--- config.mk ---
export PLATFORM = sky130hd
export DESIGN_NAME = control_sequencer
export DESIGN_NICKNAME = d
export VERILOG_FILES = /design/src/rtl/cpu_ctrl_pkg.sv /design/src/rtl/reg_field_decoder.sv /design/src/rtl/control_sequencer.sv
export SDC_FILE = /design/constraint.sdc
export NUM_CORES = 1
export LEC_CHECK = 0
export ABC_CLOCK_PERIOD_IN_PS = 5700
export BUFFER_PORTS_ARGS = -buffer_cell sky130_fd_sc_hd__buf_4
export CELL_PAD_IN_SITES_DETAIL_PLACEMENT = 1
export CELL_PAD_IN_SITES_GLOBAL_PLACEMENT = 2
export CORE_ASPECT_RATIO = 1.1
export CORE_MARGIN = 3
export CORE_UTILIZATION = 22
export DETAILED_ROUTE_END_ITERATION = 10
export GPL_ROUTABILITY_DRIVEN = 0
export MAX_ROUTING_LAYER = met4
export PLACE_DENSITY_LB_ADDON = 0.25
export SYNTH_ARGS = -nofsm -noshare
export SYNTH_HDL_FRONTEND = slang
export SYNTH_HIERARCHICAL = 1
export SYNTH_SLANG_ARGS = --single-unit
--- constraint.sdc ---
create_clock -name clock -period 5.7 [get_ports clock]
set_input_delay 1.14 -clock clock [delete_from_list [all_inputs] [get_ports clock]]
set_output_delay 1.14 -clock clock [all_outputs]
set_load 0.1 [all_outputs]
--- src/rtl/cpu_ctrl_pkg.sv ---
// Shared encodings for the hardwired control sequencer: opcodes, ALU
// function codes, step states, instruction classes and the strobe bundle.
package cpu_ctrl_pkg;

  localparam int FLD_W = 4;

  // Opcodes, ir[31:27]
  localparam logic [4:0] OP_LD   = 5'b00000;
  localparam logic [4:0] OP_LDI  = 5'b00001;
  localparam logic [4:0] OP_ST   = 5'b00010;
  localparam logic [4:0] OP_ADD  = 5'b00011;
  localparam logic [4:0] OP_SUB  = 5'b00100;
  localparam logic [4:0] OP_AND  = 5'b00101;
  localparam logic [4:0] OP_OR   = 5'b00110;
  localparam logic [4:0] OP_ROR  = 5'b00111;
  localparam logic [4:0] OP_ROL  = 5'b01000;
  localparam logic [4:0] OP_SHR  = 5'b01001;
  localparam logic [4:0] OP_SHRA = 5'b01010;
  localparam logic [4:0] OP_SHL  = 5'b01011;
  localparam logic [4:0] OP_ADDI = 5'b01100;
  localparam logic [4:0] OP_ANDI = 5'b01101;
  localparam logic [4:0] OP_ORI  = 5'b01110;
  localparam logic [4:0] OP_DIV  = 5'b01111;
  localparam logic [4:0] OP_MUL  = 5'b10000;
  localparam logic [4:0] OP_NEG  = 5'b10001;
  localparam logic [4:0] OP_NOT  = 5'b10010;
  localparam logic [4:0] OP_MFHI = 5'b11000;
  localparam logic [4:0] OP_MFLO = 5'b11001;
  localparam logic [4:0] OP_NOP  = 5'b11010;
  localparam logic [4:0] OP_HALT = 5'b11011;

  // ALU function codes
  localparam logic [4:0] ALU_ADD  = 5'b00011;
  localparam logic [4:0] ALU_SUB  = 5'b00100;
  localparam logic [4:0] ALU_AND  = 5'b00101;
  localparam logic [4:0] ALU_OR   = 5'b00110;
  localparam logic [4:0] ALU_ROR  = 5'b00111;
  localparam logic [4:0] ALU_ROL  = 5'b01000;
  localparam logic [4:0] ALU_SHR  = 5'b01001;
  localparam logic [4:0] ALU_SHRA = 5'b01010;
  localparam logic [4:0] ALU_SHL  = 5'b01011;
  localparam logic [4:0] ALU_DIV  = 5'b01111;
  localparam logic [4:0] ALU_MUL  = 5'b10000;
  localparam logic [4:0] ALU_NEG  = 5'b10001;
  localparam logic [4:0] ALU_NOT  = 5'b10010;

  typedef enum logic [3:0] {
    ST_T0, ST_T1, ST_T2, ST_T3, ST_T4, ST_T5, ST_T6, ST_T7, ST_HALT
  } step_e;

  typedef enum logic [3:0] {
    CLS_NOP, CLS_ALU, CLS_IMM, CLS_UN, CLS_MD, CLS_LD, CLS_ST,
    CLS_MFHI, CLS_MFLO, CLS_HALT
  } cls_e;

  typedef struct packed {
    logic       pc_in;
    logic       ir_in;
    logic       y_in;
    logic       zhi_in;
    logic       zlo_in;
    logic       hi_in;
    logic       lo_in;
    logic       mdr_in;
    logic       mar_in;
    logic       inc_pc;
    logic       pc_out;
    logic       zlo_out;
    logic       zhi_out;
    logic       mdr_out;
    logic       hi_out;
    logic       lo_out;
    logic       c_out;
    logic       read;
    logic       write;
    logic [4:0] alu_op;
  } ctl_t;

  // Execute-sequence family of an opcode; anything unlisted runs as nop.
  function automatic cls_e op_class(input logic [4:0] op);
    cls_e c;
    c = CLS_NOP;
    case (op)
      OP_ADD, OP_SUB, OP_AND, OP_OR, OP_ROR, OP_ROL,
      OP_SHR, OP_SHRA, OP_SHL:             c = CLS_ALU;
      OP_LDI, OP_ADDI, OP_ANDI, OP_ORI:    c = CLS_IMM;
      OP_NEG, OP_NOT:                      c = CLS_UN;
      OP_MUL, OP_DIV:                      c = CLS_MD;
      OP_LD:                               c = CLS_LD;
      OP_ST:                               c = CLS_ST;
      OP_MFHI:                             c = CLS_MFHI;
      OP_MFLO:                             c = CLS_MFLO;
      OP_HALT:                             c = CLS_HALT;
      OP_NOP:                              c = CLS_NOP;
      default:                             c = CLS_NOP;
    endcase
    return c;
  endfunction

  // ALU function used by an opcode's compute step (address math uses ADD).
  function automatic logic [4:0] op_alu(input logic [4:0] op);
    logic [4:0] a;
    a = ALU_ADD;
    case (op)
      OP_SUB:                         a = ALU_SUB;
      OP_AND, OP_ANDI:                a = ALU_AND;
      OP_OR, OP_ORI:                  a = ALU_OR;
      OP_ROR:                         a = ALU_ROR;
      OP_ROL:                         a = ALU_ROL;
      OP_SHR:                         a = ALU_SHR;
      OP_SHRA:                        a = ALU_SHRA;
      OP_SHL:                         a = ALU_SHL;
      OP_DIV:                         a = ALU_DIV;
      OP_MUL:                         a = ALU_MUL;
      OP_NEG:                         a = ALU_NEG;
      OP_NOT:                         a = ALU_NOT;
      default:                        a = ALU_ADD;
    endcase
    return a;
  endfunction

endpackage

--- src/rtl/reg_field_decoder.sv ---
// Register field decoder: 4-bit register number plus enable -> one-hot
// select across NREG general registers (all zero when disabled).
module reg_field_decoder
  import cpu_ctrl_pkg::*;
#(
  parameter int NREG = 16
) (
  input  logic [FLD_W-1:0] fld_i,
  input  logic             en_i,
  output logic [NREG-1:0]  sel_o
);

  // One comparator per register; out-of-range fields select nothing.
  always_comb begin
    sel_o = '0;
    for (int i = 0; i < NREG; i++) begin
      sel_o[i] = en_i && (fld_i == FLD_W'(i));
    end
  end

endmodule

--- src/rtl/control_sequencer.sv ---
// Hardwired control sequencer for the bus-based CPU datapath. Steps T0..T7
// per instruction (fetch, then a per-class execute sequence) and drives
// every datapath strobe as a Moore function of (step, decoded ir).
// Optional feature macro CU_MEM_WAIT_EN: memory steps stall on mem_ready
// with a WAIT_MAX timeout that halts and raises a sticky fault.
module control_sequencer
  import cpu_ctrl_pkg::*;
#(
  parameter int NREG     = 16,
  parameter int OPC_W    = 5,
  parameter int WAIT_MAX = 15
) (
  input  logic            clock,
  input  logic            clear,
  input  logic [31:0]     ir,
  input  logic            mem_ready,
  output logic [NREG-1:0] rin,
  output logic [NREG-1:0] rout,
  output logic            pc_in,
  output logic            ir_in,
  output logic            y_in,
  output logic            zhi_in,
  output logic            zlo_in,
  output logic            hi_in,
  output logic            lo_in,
  output logic            mdr_in,
  output logic            mar_in,
  output logic            inc_pc,
  output logic            pc_out,
  output logic            zlo_out,
  output logic            zhi_out,
  output logic            mdr_out,
  output logic            hi_out,
  output logic            lo_out,
  output logic            c_out,
  output logic            read,
  output logic            write,
  output logic [4:0]      alu_op,
  output logic            run,
  output logic            fault
);

  step_e             state_q, state_d;
  logic              run_q;
  ctl_t              ctl;
  logic              rin_en, rout_en;
  logic [FLD_W-1:0]  rout_fld;
  logic [OPC_W-1:0]  op;
  logic [FLD_W-1:0]  ra, rb, rc;
  cls_e              cls;
  logic [4:0]        alu;
  logic              mem_go;
  logic              timeout;
  logic              unused_ir;

  assign op  = ir[31 -: OPC_W];
  assign ra  = ir[26:23];
  assign rb  = ir[22:19];
  assign rc  = ir[18:15];
  assign cls = op_class(op);
  assign alu = op_alu(op);
  // Low immediate bits go to the datapath via c_out, not to the sequencer.
  assign unused_ir = ^ir[14:0];

`ifdef CU_MEM_WAIT_EN
  localparam int CW = $clog2(WAIT_MAX + 1);
  localparam logic [CW-1:0] WAIT_LAST = CW'(WAIT_MAX - 1);

  logic          mem_step;
  logic [CW-1:0] wait_q, wait_d;
  logic          fault_q, fault_d;

  assign mem_step = run_q && ((state_q == ST_T1) ||
                              (state_q == ST_T6 && cls == CLS_LD) ||
                              (state_q == ST_T7 && cls == CLS_ST));
  assign mem_go   = mem_ready;
  assign timeout  = mem_step && !mem_ready && (wait_q == WAIT_LAST);

  // Count stalled cycles of the current memory step; zero outside one.
  always_comb begin
    wait_d  = '0;
    fault_d = fault_q | timeout;
    if (mem_step && !mem_ready) wait_d = wait_q + 1'b1;
  end

  // Wait counter and sticky fault flag.
  always_ff @(posedge clock or negedge clear) begin
    if (!clear) begin
      wait_q  <= '0;
      fault_q <= 1'b0;
    end else begin
      wait_q  <= wait_d;
      fault_q <= fault_d;
    end
  end

  assign fault = fault_q;
`else
  logic unused_mem;

  assign mem_go     = 1'b1;
  assign timeout    = 1'b0;
  assign fault      = 1'b0;
  assign unused_mem = ^{mem_ready, 32'(WAIT_MAX)};
`endif

  // Step register; run_q stays low for the first edge so T0 starts one
  // cycle after clear releases.
  always_ff @(posedge clock or negedge clear) begin
    if (!clear) begin
      state_q <= ST_T0;
      run_q   <= 1'b0;
    end else begin
      state_q <= state_d;
      run_q   <= 1'b1;
    end
  end

  // Strobes and next step from (step, instruction class).
  always_comb begin
    ctl      = '0;
    rin_en   = 1'b0;
    rout_en  = 1'b0;
    rout_fld = rb;
    state_d  = state_q;
    case (state_q)
      ST_T0: begin
        ctl.pc_out = 1'b1; ctl.mar_in = 1'b1; ctl.inc_pc = 1'b1; ctl.zlo_in = 1'b1;
        state_d = ST_T1;
      end
      ST_T1: begin
        ctl.zlo_out = 1'b1; ctl.pc_in = 1'b1; ctl.read = 1'b1; ctl.mdr_in = 1'b1;
        if (mem_go) state_d = ST_T2;
      end
      ST_T2: begin
        ctl.mdr_out = 1'b1; ctl.ir_in = 1'b1;
        state_d = ST_T3;
      end
      ST_T3: begin
        state_d = ST_T4;
        case (cls)
          CLS_ALU, CLS_IMM, CLS_LD, CLS_ST: begin
            rout_en = 1'b1; ctl.y_in = 1'b1;
          end
          CLS_UN: begin
            rout_en = 1'b1; ctl.alu_op = alu; ctl.zlo_in = 1'b1;
          end
          CLS_MD: begin
            rout_en = 1'b1; rout_fld = ra; ctl.y_in = 1'b1;
          end
          CLS_MFHI: begin
            ctl.hi_out = 1'b1; rin_en = 1'b1; state_d = ST_T0;
          end
          CLS_MFLO: begin
            ctl.lo_out = 1'b1; rin_en = 1'b1; state_d = ST_T0;
          end
          CLS_HALT: state_d = ST_HALT;
          default:  state_d = ST_T0;
        endcase
      end
      ST_T4: begin
        state_d = ST_T5;
        case (cls)
          CLS_ALU: begin
            rout_en = 1'b1; rout_fld = rc; ctl.alu_op = alu; ctl.zlo_in = 1'b1;
          end
          CLS_IMM, CLS_LD, CLS_ST: begin
            ctl.c_out = 1'b1; ctl.alu_op = alu; ctl.zlo_in = 1'b1;
          end
          CLS_UN: begin
            ctl.zlo_out = 1'b1; rin_en = 1'b1; state_d = ST_T0;
          end
          CLS_MD: begin
            rout_en = 1'b1; ctl.alu_op = alu; ctl.zhi_in = 1'b1; ctl.zlo_in = 1'b1;
          end
          default: state_d = ST_T0;
        endcase
      end
      ST_T5: begin
        state_d = ST_T6;
        case (cls)
          CLS_ALU, CLS_IMM: begin
            ctl.zlo_out = 1'b1; rin_en = 1'b1; state_d = ST_T0;
          end
          CLS_MD: begin
            ctl.zlo_out = 1'b1; ctl.lo_in = 1'b1;
          end
          CLS_LD, CLS_ST: begin
            ctl.zlo_out = 1'b1; ctl.mar_in = 1'b1;
          end
          default: state_d = ST_T0;
        endcase
      end
      ST_T6: begin
        state_d = ST_T0;
        case (cls)
          CLS_MD: begin
            ctl.zhi_out = 1'b1; ctl.hi_in = 1'b1;
          end
          CLS_LD: begin
            ctl.read = 1'b1; ctl.mdr_in = 1'b1;
            state_d = mem_go ? ST_T7 : ST_T6;
          end
          CLS_ST: begin
            rout_en = 1'b1; rout_fld = ra; ctl.mdr_in = 1'b1; state_d = ST_T7;
          end
          default: state_d = ST_T0;
        endcase
      end
      ST_T7: begin
        state_d = ST_T0;
        case (cls)
          CLS_LD: begin
            ctl.mdr_out = 1'b1; rin_en = 1'b1;
          end
          CLS_ST: begin
            ctl.write = 1'b1;
            if (!mem_go) state_d = ST_T7;
          end
          default: state_d = ST_T0;
        endcase
      end
      ST_HALT: state_d = ST_HALT;
      default: state_d = ST_T0;
    endcase
    if (timeout) state_d = ST_HALT;
    // Before the first post-reset edge nothing is driven and T0 is held.
    if (!run_q) begin
      ctl     = '0;
      rin_en  = 1'b0;
      rout_en = 1'b0;
      state_d = ST_T0;
    end
  end

  reg_field_decoder #(.NREG(NREG)) u_rin_dec (
    .fld_i (ra),
    .en_i  (rin_en),
    .sel_o (rin)
  );

  reg_field_decoder #(.NREG(NREG)) u_rout_dec (
    .fld_i (rout_fld),
    .en_i  (rout_en),
    .sel_o (rout)
  );

  assign pc_in   = ctl.pc_in;
  assign ir_in   = ctl.ir_in;
  assign y_in    = ctl.y_in;
  assign zhi_in  = ctl.zhi_in;
  assign zlo_in  = ctl.zlo_in;
  assign hi_in   = ctl.hi_in;
  assign lo_in   = ctl.lo_in;
  assign mdr_in  = ctl.mdr_in;
  assign mar_in  = ctl.mar_in;
  assign inc_pc  = ctl.inc_pc;
  assign pc_out  = ctl.pc_out;
  assign zlo_out = ctl.zlo_out;
  assign zhi_out = ctl.zhi_out;
  assign mdr_out = ctl.mdr_out;
  assign hi_out  = ctl.hi_out;
  assign lo_out  = ctl.lo_out;
  assign c_out   = ctl.c_out;
  assign read    = ctl.read;
  assign write   = ctl.write;
  assign alu_op  = ctl.alu_op;
  assign run     = run_q && (state_q != ST_HALT);

endmodule

==> metrics.md <==
| Metric | Value |
|---|---|
| Status | finished, final reports clean |
| Slowest-stage cell, CP | a221o_2 |
| Number of remaining DRC errors | 0 |
| Top_reg_cell synth | dfrtp_1 |
| Syn Nets | roughly 280 |
| First-pass iteration count of the detailed router | 4 |
| Synth Area in XOR/XNOR | 1.576% |
| Vias in the first global route | 1932 |
| Largest net degree at the start of global routing | 23 |
| CTS clk-pin slew, worst paths | roughly 0.04 ns |
| Die height | 95.10 µm |
| Clock Latency Late Sink | 0.22 ns |
| Simple-gate share of the synthesized area | 48.54% |
| Delay-heaviest family, CP | compound AO/OA/AOI/OAI gates |
| Die X | 87 µm |
| Port bufs | 75 |
| CTS max path bufs | 2 |
| Register Area | 125.1 µm² |
| CP endpoint kind | output pin |
| Post-synth EDFFs | 0 |
| Leak pwr | ~1 nW |
| Hpwl dp | 4.988 mm |
| M1 WL | 2.836 mm |
| CP Buf/Inv Count | 4 |
| Vias per inst | 5.221 |
| Synth async-reset ratio | 100.0% |
| Final antenna-violating net count | 0 |
| Syn. warnings | 6 |
| Max transition margin | 55.30% |
| Routed WL | 6.182 mm |
| Non-filler cells, final | 384 |
| Core Area | 6788 µm² |
| Util after Layout | between 30 and 40% |
| Root buffer cell | clkbuf_8 |
| DR WL met3 | 107 µm |
| Synthesized area | ~1600 µm² |
| Worst path most repeated cell | buf_4 |
| Mapped Cells | roughly 230 |
| Total track usage | between 10 and 15% |
| Total clock sinks | 5 |
| Fin nets | 344 |
| Final setup fails | 0 |
| Final worst path period need | around 5.4 ns |
| Number of diodes | 0 |
| Sequential-to-total area share from yosys stat | just under 8% |
| CTS tree | done |
| Row cnt | 31 |
| RSZ-0062 raised after global routing | no |
| Congestion Overflow GR | 0 |
| Multi-input gate area | 1434 µm² |
| First-pass GRT wire length | 9.977 mm |
| Max Cap Violations | 0 |
| Maximum fanout along the worst path | 11 |
| I/O Pins | 93 |
| Mux cell area share after synthesis | 0.6304% |
| Worst reg2reg setup slack | 3.58 ns |
| CP cell instances | buf_4 -> inv_1 -> ha_1 -> nor2b_1 -> a221o_2 -> a2111oi_2 -> a2111oi_0 -> a2111oi_1 -> buf_4 -> or3b_4 -> nor3_2 -> buf_6 |
| Worst hold slack | roughly 0.71 ns |
| Initial detailed-routing violation count | 82 |
| Fillers | 839 |
| FMAX | 0.1867 GHz |
| Worst Setup Start Kind | input port |
| HP Class | in -> async |
| Synth Area per Inst | 6.785 µm² |
| Max Slew Vio Count | 0 |
| Vias | 2005 |
| Crit path required time | 4.56 ns |
| Detailed-route wire length per cell | about 16 µm |
| Synth cell types | 57 |
| Period Utilization, post-route | 93.99% |
| # placed instances | 380 |
| Initial antenna violation count | 0 |
| Total CTS buffers | 3 |
| Share of layout cells above drive strength 1 | 37.75% |
| Die area | 8274 µm² |
| Initial Util | between 20% and 30% |
| Depth of the CTS H-tree | 1 |
| FF+latch count, synth | 5 |
| Layout Skew | 0.001738 ns |
| Worst slew pin tran | 0.6706 ns |
| Synth Area in Adders | 4.728% |
| Syn-to-layout area delta | 46.26% |
| Crit path largest cell delay | roughly 0.49 ns |
| Arr. time, crit path | 4.22 ns |
| Main combinational cell family by area after synthesis | simple AND/OR/NAND/NOR gates |
| Kind of critical path | in -> out |
| Met2 wire length | 3.238 mm |
| Synth Area in Compound Gates | 29.63% |
| Hold Fails Final Rpt | 0 |
| PD cells | 117.6 nW/µm² |
| Peak supply drop | between 0.0001 and 0.00015 V |
| Max layer used | met3 |
cells in the mapped netlist (all sizes together), types with 5 or more instances:
cell	number	share of area, %
a21oi	10	3.2
buf	7	3.5
clkbuf	8	1.9
dfrtp	5	7.9
ha	6	4.7
inv	5	1.2
nand2	23	5.9
nand2b	13	5.1
nand3	15	4.7
nand3b	5	2.4
nor2	40	9.5
nor2b	6	2.4
nor3	12	4.4
o211ai	5	2.4
o21ai	7	2.2
per-stage QoR:
stage	power, mW	setup WS [ns]	area (µm²)	TNS, ns
2_1_floorplan	0.1668	-0.3362	1660	-1.410
3_3_place_gp	0.2086	0.2418	2271	0
3_5_place_dp	0.2092	0.1671	2271	0
4_1_cts	0.2768	0.1520	2316	0
5_1_grt	0.2925	0.01649	2322	0
6_report	0.2731	0.3425	2322	0
what timing repair did:
item                       in CTS  in global routing
hold buffers                    0                  0
setup buffers                   0                  0
gates resized for setup         0                  3
hold endpoints to repair        0                  0
setup endpoints to repair       0                 14
per-layer routing:
layer	up-vias	global-route usage, %
li1	1015	-
met1	971	20.28
met2	19	25.51
met3	0	0
met4	0	1.948
met5	-	-
worst paths after layout:
path | start | depth (start not counted) | to
worst max-delay path | ir[27] | 12 | rin[0]
worst min-delay path | clear | 1 | state_q[0]$_DFF_PN0_
worst max register to register | state_q[2]$_DFF_PN0_ | 4 | state_q[0]$_DFF_PN0_
worst min register to register | state_q[3]$_DFF_PN0_ | 2 | state_q[0]$_DFF_PN0_
max in group asynchronous | clear | 1 | state_q[1]$_DFF_PN0_
min in group clock | state_q[3]$_DFF_PN0_ | 2 | state_q[0]$_DFF_PN0_
cell families after synthesis:
kind of cell / Yosys count
compound gates: 58
xor+xnor: 2
fa+ha+maj: 6
buf+inv: 20
flops: 5
mux: 1
other cells: 2
simple gates: 140
sequential cells by signal, indices dropped and copies added, names as in the netlist:
name	flops
run_q	1
state_q	4
placed cells by master (no fill, tap or decap), types with 2 or more instances in the layout:
master | Yosys | routed
buf_4 | 3 | 78
nor2_1 | 40 | 28
nand2_1 | 22 | 22
nand3_1 | 15 | 15
nand2b_1 | 13 | 13
nor2_2 | 0 | 12
a21oi_1 | 10 | 10
nor2b_1 | 6 | 6
o21ai_0 | 7 | 6
ha_1 | 6 | 6
nor3_2 | 2 | 6
o211ai_1 | 5 | 5
inv_1 | 5 | 5
nand3b_1 | 5 | 5
dfrtp_1 | 5 | 5
nor3_1 | 10 | 4
or3_1 | 4 | 4
nand4b_1 | 4 | 4
a211o_1 | 3 | 3
o21a_1 | 3 | 3
nor3b_1 | 3 | 3
a211oi_1 | 3 | 3
a222oi_1 | 3 | 3
nand4_1 | 3 | 3
a31oi_1 | 3 | 3
clkbuf_8 | 0 | 3
and4bb_2 | 2 | 2
and4b_1 | 2 | 2
nor4b_1 | 2 | 2
a21o_1 | 2 | 2
o31a_1 | 2 | 2
conb_1 | 2 | 2
nor3_4 | 0 | 2
or3b_4 | 2 | 2
layout make-up:
type,count,share of cell area (%)
Sequential cell,5,5.388
Inverter,5,0.8082
Timing Repair Buffer,79,25.70
Clock buffer,4,1.940
Tap cell,82,4.418
Multi-Input combinational cell,209,61.75
power breakdown:
group | internal [mW] | switching, mW | total [mW]
Sequential | 0.0375 | 0.00767 | 0.0451
Clock | 0.0479 | 0.0164 | 0.0643
Combinational | 0.0464 | 0.117 | 0.164
Total | 0.132 | 0.141 | 0.273
No activity file was read; power rests on OpenSTA's default activity.
